## src/rtl/ialu_pkg.sv

```systemverilog
// Shared opcode constants for the integer ALU and its decoder, plus the
// shifter mode type used between the ALU and its shifter.
package ialu_pkg;

    localparam logic [4:0] ALU_ADD   = 5'd0;
    localparam logic [4:0] ALU_SUB   = 5'd1;
    localparam logic [4:0] ALU_SLL   = 5'd2;
    localparam logic [4:0] ALU_SLT   = 5'd3;
    localparam logic [4:0] ALU_SLTU  = 5'd4;
    localparam logic [4:0] ALU_XOR   = 5'd5;
    localparam logic [4:0] ALU_SRL   = 5'd6;
    localparam logic [4:0] ALU_SRA   = 5'd7;
    localparam logic [4:0] ALU_OR    = 5'd8;
    localparam logic [4:0] ALU_AND   = 5'd9;
    localparam logic [4:0] ALU_PASSB = 5'd10;
    localparam logic [4:0] ALU_ADD4  = 5'd11;
    localparam logic [4:0] ALU_EQ    = 5'd12;
    localparam logic [4:0] ALU_NE    = 5'd13;
    localparam logic [4:0] ALU_GE    = 5'd14;
    localparam logic [4:0] ALU_GEU   = 5'd15;

    typedef enum logic [1:0] {
        SH_SLL = 2'd0,
        SH_SRL = 2'd1,
        SH_SRA = 2'd2
    } shift_mode_e;

endpackage

```

## src/rtl/ialu_shifter.sv

```systemverilog
// Barrel shifter for the integer ALU: logical left, logical right and
// arithmetic right by an amount taken from the low bits of operand B.
module ialu_shifter
    import ialu_pkg::*;
#(
    parameter int WIDTH = 32,
    parameter int SHW   = $clog2(WIDTH)
) (
    input  logic [WIDTH-1:0] a,
    input  logic [SHW-1:0]   shamt,
    input  shift_mode_e      mode,
    output logic [WIDTH-1:0] y
);

    always_comb begin
        y = a;
        case (mode)
            SH_SLL:  y = a << shamt;
            SH_SRL:  y = a >> shamt;
            SH_SRA:  y = $signed(a) >>> shamt;
            default: y = a;
        endcase
    end

endmodule

```

## src/rtl/ialu.sv

```systemverilog
// Integer ALU: combinational result from a, b, op plus a registered copy.
// Compares are derived from the flags of the shared subtractor.
module ialu
    import ialu_pkg::*;
#(
    parameter int WIDTH = 32
) (
    input  logic             clk,
    input  logic             rst_n,
    input  logic [WIDTH-1:0] a,
    input  logic [WIDTH-1:0] b,
    input  logic [4:0]       op,
    output logic [WIDTH-1:0] result,
    output logic [WIDTH-1:0] result_q
);

    localparam int SHW = $clog2(WIDTH);

    logic [WIDTH-1:0] add_b;
    logic [WIDTH-1:0] sum;
    logic [WIDTH-1:0] diff;
    logic [WIDTH-1:0] sh_y;
    logic             carry;
    logic             zero;
    logic             ovf;
    logic             lt_s;
    logic             lt_u;
    shift_mode_e      sh_mode;

    function automatic logic [WIDTH-1:0] flag(input logic f);
        return {{(WIDTH-1){1'b0}}, f};
    endfunction

    // ADD4 shares the adder with ADD by swapping the B operand for a constant.
    assign add_b = (op == ALU_ADD4) ? WIDTH'(4) : b;
    assign sum   = a + add_b;

    // a - b as a + ~b + 1; carry out set means no borrow, i.e. a >= b unsigned.
    assign {carry, diff} = {1'b0, a} + {1'b0, ~b} + {{WIDTH{1'b0}}, 1'b1};
    assign zero = (diff == '0);
    assign ovf  = (a[WIDTH-1] ^ b[WIDTH-1]) & (diff[WIDTH-1] ^ a[WIDTH-1]);
    assign lt_s = diff[WIDTH-1] ^ ovf;
    assign lt_u = ~carry;

    // NOTE: every always_comb output gets a default first so no path infers a latch.
    always_comb begin
        sh_mode = SH_SLL;
        case (op)
            ALU_SRL: sh_mode = SH_SRL;
            ALU_SRA: sh_mode = SH_SRA;
            default: sh_mode = SH_SLL;
        endcase
    end

    ialu_shifter #(
        .WIDTH (WIDTH),
        .SHW   (SHW)
    ) u_shifter (
        .a     (a),
        .shamt (b[SHW-1:0]),
        .mode  (sh_mode),
        .y     (sh_y)
    );

    always_comb begin
        result = '0;
        case (op)
            ALU_ADD, ALU_ADD4:         result = sum;
            ALU_SUB:                   result = diff;
            ALU_SLL, ALU_SRL, ALU_SRA: result = sh_y;
            ALU_SLT:                   result = flag(lt_s);
            ALU_SLTU:                  result = flag(lt_u);
            ALU_XOR:                   result = a ^ b;
            ALU_OR:                    result = a | b;
            ALU_AND:                   result = a & b;
            ALU_PASSB:                 result = b;
            ALU_EQ:                    result = flag(zero);
            ALU_NE:                    result = flag(~zero);
            ALU_GE:                    result = flag(~lt_s);
            ALU_GEU:                   result = flag(~lt_u);
            default:                   result = '0;
        endcase
    end

    // NOTE: sequential state uses non-blocking assignments so all flops update together.
    always_ff @(posedge clk or negedge rst_n) begin
        if (!rst_n) result_q <= '0;
        else        result_q <= result;
    end

endmodule

```

## config.mk

```make
export PLATFORM = sky130hd
export DESIGN_NAME = ialu
export DESIGN_NICKNAME = d
export VERILOG_FILES = /design/src/rtl/ialu_pkg.sv /design/src/rtl/ialu_shifter.sv /design/src/rtl/ialu.sv
export SDC_FILE = /design/constraint.sdc
export NUM_CORES = 1
export LEC_CHECK = 0
export ABC_AREA = 0
export BUFFER_PORTS_ARGS = -buffer_cell sky130_fd_sc_hd__buf_2
export CAP_MARGIN = 20
export CORE_MARGIN = 3
export CORE_UTILIZATION = 62
export CTS_CLUSTER_DIAMETER = 80
export DETAILED_ROUTE_END_ITERATION = 8
export GPL_ROUTABILITY_DRIVEN = 0
export PLACE_DENSITY = 0.84
export SYNTH_ARGS = -nofsm -noshare
export SYNTH_HDL_FRONTEND = slang
export SYNTH_SLANG_ARGS = --single-unit
```

## constraint.sdc

```tcl
create_clock -name clk -period 6.8 [get_ports clk]
set_input_delay 0.34 -clock clk [delete_from_list [all_inputs] [get_ports clk]]
set_output_delay 0.34 -clock clk [all_outputs]
set_load 0.02 [all_outputs]
```

After elaboration in Yosys (flattened, before gate mapping):

Cells that the tools add are included.

* flip-flop bits (word level): 32
* bits of input ports: 71
* output and inout port bits: 64
* logic and storage cells: 44

* add/subtract/negate cells: 3
* eq/ne operators: 17
* shift operators: 3
* muxes and demuxes: 4
* bitwise operators: 11
* reduce and logical (&&, ||, !) cells: 5

Operators with widths (number)
* $pmux W32 S13: 1
* $pmux W32 S3: 1
* $eq A5 B4 Y1 const B: 8
* $add A32 B32 Y33: 1
* $add A33 B1 Y33 const B: 1
* $add A32 B32 Y32: 1
* $and A32 B32 Y32: 1
* $logic_not A32 Y1: 1
* $mux W32: 1
* $not A32 Y32: 1
* $or A32 B32 Y32: 1
* $shl A32 B5 Y32: 1
* $shr A32 B5 Y32: 1
* $sshr A32 B5 Y32: 1
* $xor A32 B32 Y32: 1
* $eq A5 B3 Y1 const B: 4
* $eq A5 B2 Y1 const B: 2
* $eq A5 B1 Y1 const B: 1
* $logic_not A5 Y1: 1
* $pmux W2 S2: 1
* $not A1 Y1: 3
* $reduce_or A3 Y1: 1
* $xor A1 B1 Y1: 3
* $eq A2 B1 Y1 const B: 1
* 4 further kinds: 4

Logic depth before layout (Yosys ltp):

* word-level depth: 8
* gate-level depth with buffers: 27
* gate-level depth less buffers: 23

By module:

A second synthesis with hierarchy kept.

* cell total of the unflattened synthesis: 1506
* area total of the unflattened synthesis: 11414.7 µm²

By module, submodules not included
* ialu: times used 1, cells an instance 915, area an instance 6959.2 µm², sequential area each 800.8 µm²
* ialu_shifter: times used 1, cells an instance 591, area an instance 4455.5 µm², sequential area each 0.0 µm²

Least setup slack after synthesis:

Ideal clock, no wire load.

* path kind: input-to-output
* from: input port b[2]
* to: output port result[0]
* data arrival time: 5.848 ns
* data required time: 6.460 ns
* setup slack: 0.612 ns
* stages on the path: 27
* path buffers: 4
* cell sequence: clkbuf_1 inv_1 clkbuf_1 clkbuf_1 clkbuf_1 ha_1 nand2b_1 o211ai_2 a311oi_2 a21oi_1 o41ai_2 a31oi_1 o21ai_0 a21oi_1 o21bai_1 a21oi_1 fa_1 nand2b_1 nor4_1 o21a_1 o311a_1 nand4_1 nor4_1 nand4_1 nor4_1 nor4b_1 o211ai_1

* longest elaborated chain between the ends: 8
* elaborated cells on any way between the ends: 15
* those cells by class: 2 x add/sub; 3 x shift; 2 x mux; 7 x bitwise; 1 x reduce/logical

RTL lines
* start: declaration: RTL line ialu.sv:11 `input logic [WIDTH-1:0] b,`
* $not A32 Y32: RTL line ialu.sv:39 `assign {carry, diff} = {1'b0, a} + {1'b0, ~b} + {{WIDTH{1'b0}}, 1'b1};`
* $add A32 B32 Y33: RTL line ialu.sv:39
* $add A33 B1 Y33: RTL line ialu.sv:39
* $xor A1 B1 Y1: RTL line ialu.sv:41 `assign ovf = (a[WIDTH-1] ^ b[WIDTH-1]) & (diff[WIDTH-1] ^ a[WIDTH-1]);`
* $and A1 B1 Y1: RTL line ialu.sv:41
* $xor A1 B1 Y1: RTL line ialu.sv:42 `assign lt_s = diff[WIDTH-1] ^ ovf;`
* $not A1 Y1: RTL line ialu.sv:79 `ALU_GE: result = flag(~lt_s);`
* $pmux W32 S13 (*): RTL line ialu.sv:67 `case (op)`
* end: declaration: RTL line ialu.sv:13 `output logic [WIDTH-1:0] result,`

Every way passes the cells marked *; elsewhere a longest branch is shown, timed or not.

Worst setup path after layout:

* from: input port a[1]
* to: output port result[0]

* longest elaborated chain between the ends: 7
* elaborated cells on any way between the ends: 14
* those cells by class: 2 x add/sub; 3 x shift; 2 x mux; 6 x bitwise; 1 x reduce/logical

RTL lines
* start: declaration: RTL line ialu.sv:10 `input logic [WIDTH-1:0] a,`
* $add A32 B32 Y33: RTL line ialu.sv:39
* $add A33 B1 Y33: RTL line ialu.sv:39
* $xor A1 B1 Y1: RTL line ialu.sv:41
* $and A1 B1 Y1: RTL line ialu.sv:41
* $xor A1 B1 Y1: RTL line ialu.sv:42
* $not A1 Y1: RTL line ialu.sv:79
* $pmux W32 S13 (*): RTL line ialu.sv:67

Marks and branches as above.

==> insert_results.sql <==
INSERT INTO impl_metrics (metric_group, metric, value, unit) VALUES
('run_status', 'run_status', 'complete, no violations', ''),
('finish', 'largest_reg_flops', '32', ''),
('timing', 'drv_slew', '0', ''),
('yosys', 'yosys-top-cells-area', 'sky130_fd_sc_hd__ha_1 (15%), sky130_fd_sc_hd__mux4_2 (8.8%), sky130_fd_sc_hd__dfrtp_1 (7.4%)', ''),
('yosys', 'post_syn_area_per_cell', '7.26', 'um^2'),
('floorplan', 'die_w', '138', 'um'),
('placement', 'placement.setup.worst_slack', '0.467', 'ns'),
('floorplan', 'initial_utilization', '64.1', '%'),
('placement', 'dpl.hpwl', '32.3', 'mm'),
('worst_setup_path', 'worst_ep_required_time', '6.46', 'ns'),
('timing', 'final_critical_path_setup_slack', '0.408', 'ns'),
('power', 'power_density', '126', 'nW/um^2'),
('global_route', 'grt_util_all_layers', '43.9', '%'),
('worst_setup_path', 'cp_max_fo', '9', ''),
('clock_network', 'tritoncts_clock_tree', 'done', ''),
('job', 'maxCapViolCount', '0', ''),
('timing', 'setup_viol', '0', ''),
('yosys', 'synth-edff-count', '0', ''),
('clock_network', 'cts_max_path_bufs', '2', ''),
('finish', 'drive_gt1_share', '16.0', '%'),
('clock_network', 'cts.sink_count', '32', ''),
('clock_network', 'cts.htree.levels', '2', ''),
('timing', 'hold-worst-slack', '0.177', 'ns'),
('floorplan', 'die_area', '19000', 'um^2'),
('yosys', 'post_synthesis_cell_count', '1484', ''),
('power', 'p_leak', '5.35', 'nW'),
('timing', 'rsz0062_at_grt', 'no', ''),
('yosys', 'synthFlopType', 'sky130_fd_sc_hd__dfrtp_1', ''),
('finish', 'largest_regs', 'result_q (32)', ''),
('timing', 'timing_worst_slew_pin_value', '1.12', 'ns'),
('floorplan', 'boundaryPins', '135', ''),
('yosys', 'synth_sequential_area_ratio', '7.43', '%'),
('finish', 'design.final.nets', '1749', ''),
('power', 'design_power_total', '1.47', 'mW'),
('global_route', 'number_of_antenna_violations_at_the_first_check_in_global_routing', '1', ''),
('timing', 'period_needed', '6.39', 'ns'),
('route', 'routedWlPerCell', '24.3', 'um'),
('placement', 'port_bufs', '134', ''),
('yosys', 'netlist_area', '10800', 'um^2'),
('worst_setup_path', 'worst_ep_arrival_time', '6.05', 'ns'),
('yosys', 'synthDominantAreaCellType', 'sky130_fd_sc_hd__ha_1', ''),
('floorplan', 'chipHeight', '138', 'um'),
('yosys', 'synth_cell_type_count', '81', ''),
('timing', 'timing.max_slew.rel_slack', '25.3', '%'),
('global_route', 'grt_pass1_vias', '11800', ''),
('route', 'route.final.wire_length', '43.0', 'mm'),
('clock_network', 'clk_root_buffer_cell', 'sky130_fd_sc_hd__clkbuf_16', ''),
('finish', 'antenna-diode-count', '0', ''),
('min_path', 'hold_path_class', 'input port to async pin', ''),
('route', 'detail-route-antenna-nets', '0', ''),
('clock_network', 'cts-buffers-inserted', '5', ''),
('worst_setup_path', 'cp-start-kind', 'input port', ''),
('finish', 'top_register', 'result_q', ''),
('timing', 'achievable-frequency', '156', 'MHz'),
('route', 'vias_per_cell', '7.44', ''),
('power', 'ir_drop', '84.0', 'uV'),
('worst_setup_path', 'crit_path_end_kind', 'output port', ''),
('global_route', 'maximum_number_of_pins_on_one_net_before_global_route_repair', '78', ''),
('finish', 'area_growth_syn_to_layout', '8.58', '%'),
('floorplan', 'fp-row-count', '47', ''),
('clock_network', 'cts.hold.buffers_added', '0', ''),
('timing', 'fin_crit_sh', '94.0', '%'),
('timing', 'tns', '0', 'ns'),
('placement', 'place.detailed.instances', '1760', ''),
('route', 'total_drc_errors_in_the_routed_layout', '0', ''),
('worst_setup_path', 'path_class', 'input port to output port', ''),
('timing', 'finalHoldViolCount', '0', ''),
('yosys', 'synth-warning-count', '0', ''),
('route', 'dr_total_vias', '13100', ''),
('route', 'detail_route.first_pass.iterations', '7', ''),
('clock_network', 'worst_setup_hold_path_clk_slew', '0.06', 'ns'),
('global_route', 'grt_first_pass_wirelength', '64.8', 'mm'),
('yosys', 'synth_nets', '1686', ''),
('global_route', 'grt_remaining_overflow', '0', ''),
('yosys', 'yosysTopAreaCellShare', '14.9', '%'),
('yosys', 'synth_seq_cells', '32', ''),
('finish', 'final-instance-count-excl-fill', '1768', ''),
('route', 'number_of_violations_reported_at_the_end_of_detailed_routing_iteration_0', '2640', ''),
('yosys', 'synthArstFlopShare', '100', '%'),
('floorplan', 'core_region_area', '16800', 'um^2');
## how the worst max path moves through the flow
stage | endpoint | start | slack [ns]
floorplan | result[0] | b[2] | 0.61
global placement | result[0] | a[1] | 0.86
detailed placement | result[0] | a[1] | 0.47
CTS | result[0] | a[1] | 0.43
global route | result[0] | a[1] | 0.10
finish | result[0] | a[1] | 0.41
## layout by cell type (no fill, tap or decap), drive strengths merged, types with 22 or more instances in the layout
master  Yosys  layout
mux2i      58      58
nand2     107     107
a211oi     26      26
mux4       42      42
nor2      169     169
buf        24     159
o21ai     103     103
xnor2      35      35
a21o       22      22
o211ai     25      25
inv        99      99
nor3       37      37
a21oi     142     142
ha        128     128
dfrtp      32      32
## power breakdown
| part | switching, mW | internal [mW] |
|---|---|---|
| sequential | 0.00432 | 0.208 |
| combinational | 0.652 | 0.356 |
| clock | 0.103 | 0.147 |
## worst max-delay path, stage by stage
cell and delay, ns:
sky130_fd_sc_hd__buf_2 0.19, sky130_fd_sc_hd__inv_1 0.11, sky130_fd_sc_hd__ha_1 0.34, sky130_fd_sc_hd__o21bai_1 0.30, sky130_fd_sc_hd__o211ai_2 0.25, sky130_fd_sc_hd__a311oi_4 0.38
sky130_fd_sc_hd__a21oi_1 0.19, sky130_fd_sc_hd__o41ai_2 0.42, sky130_fd_sc_hd__a31oi_1 0.23, sky130_fd_sc_hd__o21ai_0 0.22, sky130_fd_sc_hd__a21oi_1 0.10, sky130_fd_sc_hd__o21bai_1 0.13
sky130_fd_sc_hd__a21oi_1 0.09, sky130_fd_sc_hd__fa_1 0.52, sky130_fd_sc_hd__nand2b_1 0.12, sky130_fd_sc_hd__nor4_2 0.24, sky130_fd_sc_hd__o21a_1 0.17, sky130_fd_sc_hd__o311a_1 0.14
sky130_fd_sc_hd__nand4_1 0.10, sky130_fd_sc_hd__nor4_1 0.20, sky130_fd_sc_hd__nand4_1 0.16, sky130_fd_sc_hd__nor4_1 0.29, sky130_fd_sc_hd__nor4b_1 0.34, sky130_fd_sc_hd__o211ai_1 0.23
sky130_fd_sc_hd__buf_2 0.22
## per-layer routing
metal | track usage (%) | wire length [um]
met2 | 64.8 | 17700
met5 | 0 | 7
met3 | 13.0 | 6920
met1 | 57.5 | 15100
met4 | 23.7 | 3220
## synthesized netlist by cell type (17+ instances only)
master / instances
sky130_fd_sc_hd__nor2_1: 169
sky130_fd_sc_hd__a21oi_1: 142
sky130_fd_sc_hd__ha_1: 128
sky130_fd_sc_hd__nand2_1: 107
sky130_fd_sc_hd__o21ai_0: 100
sky130_fd_sc_hd__inv_1: 97
sky130_fd_sc_hd__clkbuf_1: 79
sky130_fd_sc_hd__mux2i_1: 58
sky130_fd_sc_hd__mux4_2: 42
sky130_fd_sc_hd__nor3_1: 37
sky130_fd_sc_hd__xnor2_1: 35
sky130_fd_sc_hd__dfrtp_1: 32
sky130_fd_sc_hd__a211oi_1: 24
sky130_fd_sc_hd__o211ai_1: 24
sky130_fd_sc_hd__a21o_1: 22
sky130_fd_sc_hd__nand2b_1: 20
sky130_fd_sc_hd__nand3_1: 20
sky130_fd_sc_hd__o221ai_1: 20
sky130_fd_sc_hd__a22oi_1: 19
sky130_fd_sc_hd__nor2b_1: 17
## final cells by class
class,instances,area (um^2)
repair buffers,159,865
fillers,1439,5120
clock buffers,8,146
well taps,220,275
inverters,102,383
flip-flops and latches,32,801
multi-input cells,1247,9230
## metrics by stage
stage	instance area [um^2]	util, %
floorplan	10800	-
global placement	11500	68.5
detailed placement	11500	68.6
CTS	11700	69.5
global route	11700	69.6
finish	11700	69.6
## timing repair
| item | CTS | global route |
|---|---|---|
| resized for setup | 0 | 2 |
| setup endpoints to repair | 0 | 1 |
| setup buffers | 0 | 0 |
## cell families (layout without fill, tap and decap cells)
logic type	Yosys count	after routing	share of synthesized area, %
AO/OA/AOI/OAI	500	500	30.8
XOR/XNOR	51	51	4.14
adder cells (fa/ha/maj)	131	131	15.4
buffers and inverters	205	269	7.33
flip-flops	32	32	7.43
multiplexers	107	107	14.9
AND/OR/NAND/NOR	458	458	20.0
No activity file was read; power rests on OpenSTA's default activity.
